File: src/rtl/sweep_ctrl_pkg.sv
// sweep_ctrl_pkg: shared FSM state type and step helper for the sweep controller
package sweep_ctrl_pkg;
  typedef enum logic [2:0] {
    S_IDLE  = 3'd0,
    S_LOAD  = 3'd1,
    S_RUN   = 3'd2,
    S_TURN  = 3'd3,
    S_DONE  = 3'd4
`ifdef SWEEP_DWELL_EN
    , S_DWELL = 3'd5
`endif
  } sweep_state_t;
  function automatic logic [3:0] step_nz(input logic [3:0] s);
    return s == 4'd0 ? 4'd1 : s;
  endfunction
endpackage

File: src/rtl/sweep_bound_chk.sv
// sweep_bound_chk: turn condition for the next counter step, in WIDTH+1 bits so nothing wraps
//  count/step/up/finish in, turn out (high when the next step would leave [MIN,MAX] or the far endpoint is reached)
module sweep_bound_chk #(
  parameter int WIDTH = 8,
  parameter int MAX   = 100,
  parameter int MIN   = 10
) (
  input  logic [WIDTH-1:0] count,
  input  logic [3:0]       step,
  input  logic             up,
  input  logic             finish,
  output logic             turn
);
  localparam logic [WIDTH:0] MAX_X = (WIDTH+1)'(MAX);
  localparam logic [WIDTH:0] MIN_X = (WIDTH+1)'(MIN);
  logic [WIDTH:0] count_x, step_x;
  assign count_x = {1'b0, count};
  assign step_x  = (WIDTH+1)'(step);
  // finish is only honoured at the far endpoint, so the start endpoint right after a load is ignored
  always_comb turn = up ? (count_x + step_x > MAX_X) || (finish && count_x == MAX_X)
                        : (count_x < MIN_X + step_x) || (finish && count_x == MIN_X);
endmodule

File: src/rtl/sweep_ctrl.sv
// sweep_ctrl: sequences a bounded up/down counter through a programmed number of half-sweeps
//  in : clk, rst, start, stop, cfg_sweeps, cfg_din, cfg_step, cnt_count, cnt_finish
//  out: busy, done, err, aborted, sweeps_done, cnt_en, cnt_set, cnt_din, cnt_step, cnt_up_down
//  SWEEP_DWELL_EN: when defined, hold the counter for DWELL cycles after every non-final turn
module sweep_ctrl
  import sweep_ctrl_pkg::*;
#(
  parameter int WIDTH    = 8,
  parameter int MAX      = 100,
  parameter int MIN      = 10,
  parameter int NSWEEP_W = 8
`ifdef SWEEP_DWELL_EN
  , parameter int DWELL  = 4
`endif
) (
  input  logic                clk,
  input  logic                rst,
  input  logic                start,
  input  logic                stop,
  input  logic [NSWEEP_W-1:0] cfg_sweeps,
  input  logic [3:0]          cfg_din,
  input  logic [3:0]          cfg_step,
  output logic                busy,
  output logic                done,
  output logic                err,
  output logic                aborted,
  output logic [NSWEEP_W-1:0] sweeps_done,
  output logic                cnt_en,
  output logic                cnt_set,
  output logic [3:0]          cnt_din,
  output logic [3:0]          cnt_step,
  output logic                cnt_up_down,
  input  logic [WIDTH-1:0]    cnt_count,
  input  logic                cnt_finish
);
  sweep_state_t state;
  logic [3:0] din_l, step_l;
  logic [NSWEEP_W-1:0] sweeps_l;
  logic turn, bad, last;
`ifdef SWEEP_DWELL_EN
  localparam int DW_W = $clog2(DWELL + 1);
  logic [DW_W-1:0] dw_cnt;
`endif
  sweep_bound_chk #(.WIDTH(WIDTH), .MAX(MAX), .MIN(MIN)) u_chk (
    .count(cnt_count), .step(step_l), .up(cnt_up_down), .finish(cnt_finish), .turn(turn)
  );
  assign bad = (32'(cfg_din) < 32'(MIN)) || (32'(cfg_din) > 32'(MAX));
  assign last = sweeps_done + 1'b1 == sweeps_l;
  assign cnt_set  = state == S_LOAD;
  assign cnt_din  = din_l;
  assign cnt_step = step_l;
  // the counter is stopped in the same cycle a turn or stop is seen, so it never overshoots
  always_comb cnt_en = (state == S_LOAD) || (state == S_RUN && !turn && !stop);
  always_ff @(posedge clk) begin
    if (rst) begin
      state       <= S_IDLE;
      busy        <= 1'b0;
      done        <= 1'b0;
      err         <= 1'b0;
      aborted     <= 1'b0;
      sweeps_done <= '0;
      din_l       <= '0;
      step_l      <= '0;
      sweeps_l    <= '0;
      cnt_up_down <= 1'b1;
`ifdef SWEEP_DWELL_EN
      dw_cnt      <= '0;
`endif
    end else begin
      done <= 1'b0;
      case (state)
        S_IDLE: if (start) begin
          din_l       <= cfg_din;
          step_l      <= step_nz(cfg_step);
          sweeps_l    <= cfg_sweeps;
          sweeps_done <= '0;
          err         <= bad;
          aborted     <= 1'b0;
          cnt_up_down <= 1'b1;
          busy        <= 1'b1;
          state       <= (bad || cfg_sweeps == '0) ? S_DONE : S_LOAD;
          done        <= bad || cfg_sweeps == '0;
        end
        S_LOAD: state <= S_RUN;
        S_RUN: if (stop) begin
          state   <= S_DONE;
          done    <= 1'b1;
          aborted <= 1'b1;
        end else if (turn) state <= S_TURN;
        S_TURN: if (stop) begin
          state   <= S_DONE;
          done    <= 1'b1;
          aborted <= 1'b1;
        end else begin
          sweeps_done <= &sweeps_done ? sweeps_done : sweeps_done + 1'b1;
          cnt_up_down <= ~cnt_up_down;
          done        <= last;
`ifdef SWEEP_DWELL_EN
          dw_cnt      <= DW_W'(DWELL - 1);
          state       <= last ? S_DONE : S_DWELL;
`else
          state       <= last ? S_DONE : S_RUN;
`endif
        end
`ifdef SWEEP_DWELL_EN
        S_DWELL: if (stop) begin
          state   <= S_DONE;
          done    <= 1'b1;
          aborted <= 1'b1;
        end else if (dw_cnt == '0) state <= S_RUN;
        else dw_cnt <= dw_cnt - 1'b1;
`endif
        S_DONE: begin
          state <= S_IDLE;
          busy  <= 1'b0;
        end
        default: state <= S_IDLE;
      endcase
    end
  end
endmodule

File: config.mk
export PLATFORM = sky130hd
export DESIGN_NAME = sweep_ctrl
export DESIGN_NICKNAME = d
export VERILOG_FILES = /design/src/rtl/sweep_ctrl_pkg.sv /design/src/rtl/sweep_bound_chk.sv /design/src/rtl/sweep_ctrl.sv
export SDC_FILE = /design/constraint.sdc
export NUM_CORES = 1
export LEC_CHECK = 0
export ABC_AREA = 1
export BUFFER_PORTS_ARGS = -buffer_cell sky130_fd_sc_hd__buf_2
export CAP_MARGIN = 30
export CORE_MARGIN = 2
export CORE_UTILIZATION = 57
export DETAILED_ROUTE_END_ITERATION = 16
export PLACE_DENSITY = 0.85
export SLEW_MARGIN = 20
export SYNTH_ARGS = -nofsm -noshare
export SYNTH_HDL_FRONTEND = slang
export SYNTH_HIERARCHICAL = 1
export SYNTH_SLANG_ARGS = --single-unit
File: constraint.sdc
create_clock -name clk -period 4.5 [get_ports clk]
set_input_delay 0.225 -clock clk [delete_from_list [all_inputs] [get_ports clk]]
set_output_delay 0.225 -clock clk [all_outputs]
set_load 0.005 [all_outputs]
==> results by group, run 1 <==
Outcome
  • Status: finished clean

GRT
  • Total track usage: 25.2%
  • First-pass GRT wire length: 8320 microns
  • Maximum number of pins on one net before global-route repair: 28
  • Global route total overflow: 0
  • Number of global-route vias before repair: 1924
  • Initial antenna violation count: 0

Clock tree
  • CTS tree: yes
  • Post-CTS setup buffer count: 0
  • H-Tree Depth: 2
  • Hold Buf Count CTS: 0
  • CTS root buf: clkbuf_8
  • Inserted Clock Buffers: 5
  • CTS max path bufs: 2
  • Clock slew at reported path FFs: 0.07 ns
  • Clk sinks: 32
  • Post_cts resized: 0
  • Clock Latency Late Sink: 0.29 ns

Cells and area
  • Share of layout cells above drive strength 1: 25.6%
  • Final Util: 69.1%
  • Fin nets: 402
  • P&R area growth vs syn: 18.8%
  • Diode count: 0

Floorplan
  • Io pins: 52
  • Core area: 3610 sq um
  • Initial Util: 58.2%
  • Chip height: 64.7 microns
  • Number of core rows: 22
  • Die ar.: 4180 sq um
  • Die Span X: 64.7 microns

Hold path
  • HP Class: in -> reg
  • Worst Hold Path EP: cnt_step[2]
  • Hold path cells: 3
  • Min-Delay Startpoint: cfg_step[2]

Worst setup path
  • Worst EP arrival: 2.33 ns
  • Worst Setup Path Type: reg -> out
  • Critical R2R Launch: cnt_step[0]
  • R2R Setup Slk: 2.29 ns
  • Worst reg2reg endpoint: state[0]
  • Setup crit end kind: output pin
  • Reg2reg path depth: 14
  • Crit start category: register
  • Worst EP required: 4.28 ns
  • CP Max Fanout: 4

Logic synthesis
  • Syn nets: 349
  • Average cell area after synthesis: 6.79 sq um
  • Area share of the largest cell type after synthesis: 30.5%
  • Total number of yosys warnings: 6
  • Most used DFF post-synth: dfxtp_1
  • Top cells by count, synth: nand2_1, inv_1, nor2_1, dfxtp_1, nand3_1
  • Synthesized area: 2100 sq um
  • Largest cells by area after synthesis: dfxtp_1, nand2_1, inv_1
  • Number of synthesized flops with an enable pin: 0
  • Asr flop ratio synth: 0%
  • Most common cell in the netlist: nand2_1
  • Yosys reg bits: 32
  • Syn Inst Count: 309
  • Distinct cell type count after synthesis: 37
  • Dominant cell type by area after synthesis: dfxtp_1
  • Sequential area share after synthesis: 30.5%

Flow run
  • Max-cap violations: 0

STA
  • Setup Skew: 0.00608 ns
  • Tmin final: 2.56 ns
  • Final Cycle Share: 56.8%
  • Setup Viol. Count Final: 0
  • Max-slew violations: 0
  • Setup_tns: 0 ns
  • Maximum clock rate: 391 MHz
  • Final Hold Viols: 0
  • Slew @ Worst Pin: 0.509 ns
  • Max transition margin: 66.0%
  • RSZ-0062 raised after global routing: false

Routing
  • First-pass DRT Iterations: 4
  • Initial DRC count: 87
  • Drt drc: 0
  • Total number of vias: 2168
  • Avg Vias per Cell: 5.27
  • Avg WL per Cell: 11.8 microns
  • ANT nets after route: 0
  • Final WL: 4850 microns

Placement
  • Final HPWL DP: 3690 microns
  • Placer congestion estimate: 0.923
  • Port bufs: 51

Power
  • Peak supply drop: 0.237 mV
  • Power Dens Cells: 301 nW/um^2
  • Lkg Pwr: 0.00125 uW
## layer usage
metal | global-route usage (%) | vias to the layer above | wire length [microns]
li1 | - | 1116 | -
met3 | 5.03 | 10 | 244
met5 | 0 | - | 0
met2 | 42.3 | 67 | 2260
met4 | 9.84 | 0 | 93
met1 | 31.7 | 975 | 2250
## cell families (layout without fill, tap and decap cells)
group           count (synthesis)  in the layout  synth area share, %
flops                          32             32                 30.5
simple gates                  166            166                 38.5
xor+xnor                        3              3                 1.25
fa+ha+maj                      11             11                 6.92
buf+inv                        45             99                 8.76
compound gates                 52             52                 14.1
## state kept, by name, summed over array words and instances (netlist names)
register     flops
sweeps_done      8
sweeps_l         8
cnt_din          4
cnt_step         4
state            3
aborted          1
busy             1
cnt_up_down      1
done             1
err              1
## where the power goes
group / total, uW / switching [uW] / internal (uW)
sequential: 318 / 15.2 / 303
clock: 276 / 113 / 164
combinational: 154 / 93.2 / 61.2
total: 749 / 221 / 528
## worst max-delay path by stage
stage | from | end | slack [ns] | cells after the start
2_1_floorplan | cnt_step[0] | state[0] | 2.42 | 14
6_report | cnt_step[0] | cnt_en | 1.94 | 13
4_1_cts | cnt_step[0] | cnt_en | 1.95 | 13
3_3_place_gp | cnt_count[0] | cnt_en | 2.28 | 14
5_1_grt | cnt_step[0] | cnt_en | 1.79 | 13
3_5_place_dp | cnt_count[0] | cnt_en | 2.25 | 14
## worst max-delay path, cell delays in order, from the launching register on
cell and delay (ns):
dfxtp_1 0.34, ha_1 0.23, fa_1 0.41, nand3_1 0.12, nand2_1 0.09, nand2_1 0.09, nand4_1 0.08, nand2_1 0.07
nand2_1 0.05, nand2_1 0.05, nand2_1 0.04, or2_2 0.30, nand2_1 0.06, buf_2 0.10
## metrics by stage
stage	instances	setup slack, ns	cell area (sq um)	hold WS (ns)	total power (uW)
6_report	411	1.94	2490	0.171	749
5_1_grt	411	1.79	2490	0.160	790
4_1_cts	411	1.95	2490	0.166	755
3_5_place_dp	403	2.25	2380	0.467	477
3_3_place_gp	403	2.28	2380	0.448	473
2_1_floorplan	309	2.42	2100	0.287	427
## final cells by class
cell class | instances | area (sq um)
clock buffers | 5 | 68.8
clock inverters | 3 | 42.5
fillers | 316 | 1110
inverters | 40 | 151
multi-input cells | 232 | 1270
flip-flops and latches | 32 | 641
well taps | 48 | 60.1
repair buffers | 51 | 255
## cells in the final DEF (no fill, tap or decap), drive strengths merged, types with 2 or more instances in the layout
master	n
xor2	2
o211ai	2
ha	10
nand3b	2
nand2	80
nand3	29
a21oi	22
buf	51
nor2	41
nand4	6
clkinv	2
nor3	3
nor4	4
inv	39
dfxtp	32
clkbuf	5
o21ai	24
Note: power is estimated with default switching activity, not from simulation.
==> inputs of run 2 (changes only) <==
- CORE_UTILIZATION: 57 -> 53
- PLACE_DENSITY: 0.85 -> 0.79
- clock period: 4.5 -> 2.4 ns (I/O delays scaled with it)
==> run 2 against run 1 <==
Effect of this change: setup slack got worse by 1.8 ns; critical endpoint unchanged; clock-buffer cell count rose by 2; register-to-register slack worse by 2.0 ns; sequential share of layout area barely moved; largest power group unchanged; wire length increased by 3.3%.
==> results by group, run 2 (synthesized netlist as in run 1, its figures left out) <==
Worst setup path
  • CP Max Fanout: 5 (+1)
  • Crit-path leading delay family: simple AND/OR/NAND/NOR gates
  • Buf/Inv on CP: 2 (+1)
  • Worst Setup Path Type: reg -> out
  • Crit start category: register
  • Worst EP required: 2.28 ns (-2.00 ns)
  • Critical path cell sequence: buf_4 -> fa_2 -> nand3_2 -> nand2_2 -> nand2_1 -> nand4_1 -> nand2_1 -> nand2_1 -> nand2_1 -> nand2_1 -> or2_4 -> nand2_1 -> buf_2
  • Levels on crit path: 13 (unchanged)
  • Worst EP arrival: 2.17 ns (-0.16 ns)
  • Reg2reg path depth: 14 (unchanged)
  • Most frequent CP cell: nand2_1
  • Setup crit end kind: output pin
  • Slowest CP cell: fa_2
  • CP max stage delay: 0.37 ns (-0.04 ns)

Power
  • Lkg Pwr: 0.00126 uW (+0.42%)
  • Sequential fraction of design power: 44.1% (+1.6 points)
  • Comb pwr share: 22.8% (+2.2 points)
  • Peak supply drop: 0.385 mV (+63%)
  • Switching Share: 30.0% (+0.46 points)
  • Int Power: 947 uW (+79%)
  • Sw Pwr: 405 uW (+83%)
  • Clock Power Share: 33.1% (-3.8 points)
  • Power Dens Cells: 533 nW/um^2 (+77%)
  • Overall power: 1350 uW (+80%)

Placement
  • Port bufs: 51 (unchanged)
  • Placer congestion estimate: 0.805 (-13%)
  • Final HPWL DP: 3710 microns (+0.37%)
  • Placed cells: 403 (unchanged)
  • DP Area: 2380 sq um (unchanged)

STA
  • Tmin final: 2.29 ns
  • Final Cycle Share: 95.3%
  • Setup Viol. Count Final: 0 (unchanged)
  • Setup Skew: 0.00678 ns (+0.000700 ns)
  • Final Hold Viols: 0 (unchanged)
  • Slew @ Worst Pin: 0.507 ns (-0.00187 ns)
  • Max-slew violations: 0 (unchanged)
  • Maximum clock rate: 437 MHz
  • Max transition margin: 66.2% (+0.12 points)

Routing
  • Initial DRC count: 169 (+94%)
  • Avg WL per Cell: 12.2 microns (+3.0%)
  • Drt drc: 0 (unchanged)
  • Final WL: 5010 microns (+3.3%)
  • Avg Vias per Cell: 5.30 (+0.45%)
  • First-pass DRT Iterations: 4 (unchanged)
  • Total number of vias: 2183 (+0.69%)
  • ANT nets after route: 0 (unchanged)

Flow run
  • Max-cap violations: 0 (unchanged)

Floorplan
  • Chip height: 66.9 microns (+3.5%)
  • Die ar.: 4480 sq um (+7.1%)
  • Io pins: 52 (unchanged)
  • Initial Util: 56.0% (-2.1 points)
  • Core area: 3740 sq um (+3.8%)
  • Number of core rows: 22 (unchanged)
  • Die Span X: 66.9 microns (+3.5%)

Hold path
  • Hold path cells: 3 (unchanged)
  • HP Class: in -> reg

Clock tree
  • H-Tree Depth: 2 (unchanged)
  • CTS root buf: clkbuf_8
  • Clock slew at reported path FFs: 0.06 ns (about the same)
  • CTS max path bufs: 2 (unchanged)
  • Inserted Clock Buffers: 5 (unchanged)
  • Hold Buf Count CTS: 0 (unchanged)
  • CTS tree: yes
  • Clk sinks: 32 (unchanged)
  • Clock Latency Late Sink: 0.29 ns (about the same)

Cells and area
  • Fin nets: 404 (+0.50%)
  • Diode count: 0 (unchanged)
  • Final cell count without fillers: 412 (+0.24%)
  • Register Area: 653 sq um (+2.0%)
  • Multi-input gate area: 1310 sq um (+2.7%)
  • Largest registers: sweeps_done: 8 flops, sweeps_l: 8 flops
  • Most frequent cells in the layout: nand2_1, buf_2, inv_1, nor2_1, dfxtp_1
  • P&R area growth vs syn: 21.0%
  • Final instance area: 2540 sq um (+1.9%)
  • Final Util: 67.8% (-1.3 points)
  • Fillers: 331 (+4.7%)
  • Share of layout cells above drive strength 1: 28.8% (+3.2 points)
  • Commonest non-fill, non-tap cell in the layout: nand2_1

GRT
  • Number of global-route vias before repair: 2056 (+6.9%)
  • First-pass GRT wire length: 8620 microns (+3.6%)
  • Global route total overflow: 0 (unchanged)
  • Maximum number of pins on one net before global-route repair: 28 (unchanged)
  • Initial antenna violation count: 0 (unchanged)
  • Total track usage: 24.9% (-0.25 points)

Outcome
  • Status: finished clean
==> run 2: stage by stage <==
step | worst slack, ns | hold WS, ns | setup TNS (ns)
2_1_floorplan | 0.324 | 0.182 | 0
3_3_place_gp | 0.262 | 0.342 | 0
3_5_place_dp | 0.156 | 0.368 | 0
4_1_cts | 0.0105 | 0.0700 | 0
5_1_grt | -0.0101 | 0.0902 | -0.0101
6_report | 0.112 | 0.0700 | 0
==> run 2: layout make-up <==
type	instances	share of cell area, %
Inverter	40	5.96
Sequential cell	32	25.7
Tap cell	48	2.37
Timing Repair Buffer	53	10.6
Clock buffer	7	3.79
Multi-Input combinational cell	232	51.5
==> run 2: final timing paths <==
kind,start,end,slack (ns)
max,cnt_step[1],cnt_en,0.11
max reg2reg,cnt_step[1],state[0],0.34
min,cfg_din[1],cnt_din[1],0.07
min reg2reg,sweeps_l[0],sweeps_l[0],0.47
==> run 2: repair_timing <==
| action | in CTS | in global routing |
|---|---|---|
| gates cloned | 0 | 0 |
| gates resized for setup | 3 | 14 |
| pin swaps | 0 | 1 |
| setup endpoints to repair | 1 | 1 |
| buffers inserted | 0 | 2 |
==> run 2: power by group through the flow <==
stage	Combinational, uW	Clock, uW	Sequential, uW
after CTS	293	459	595
final	308	448	596
after floorplan	196	0	604
after global routing	352	473	601
after global placement	285	0	606
after detailed placement	289	0	607
==> run 2: metal layers <==
layer | track usage (%) | part of all wire, %
met1 | 32.7 | 47
met2 | 40.9 | 46
met3 | 4.39 | 5.2
met4 | 8.93 | 1.7
met5 | 0 | 0
==> run 2: worst register-to-register path: cells and delay by family (launching register included) <==
family | cells | cell delay [ns]
compound gates | 2 | 0.18
fa+ha+maj | 1 | 0.37
buf+inv | 2 | 0.20
flops | 1 | 0.36
simple gates | 9 | 0.86
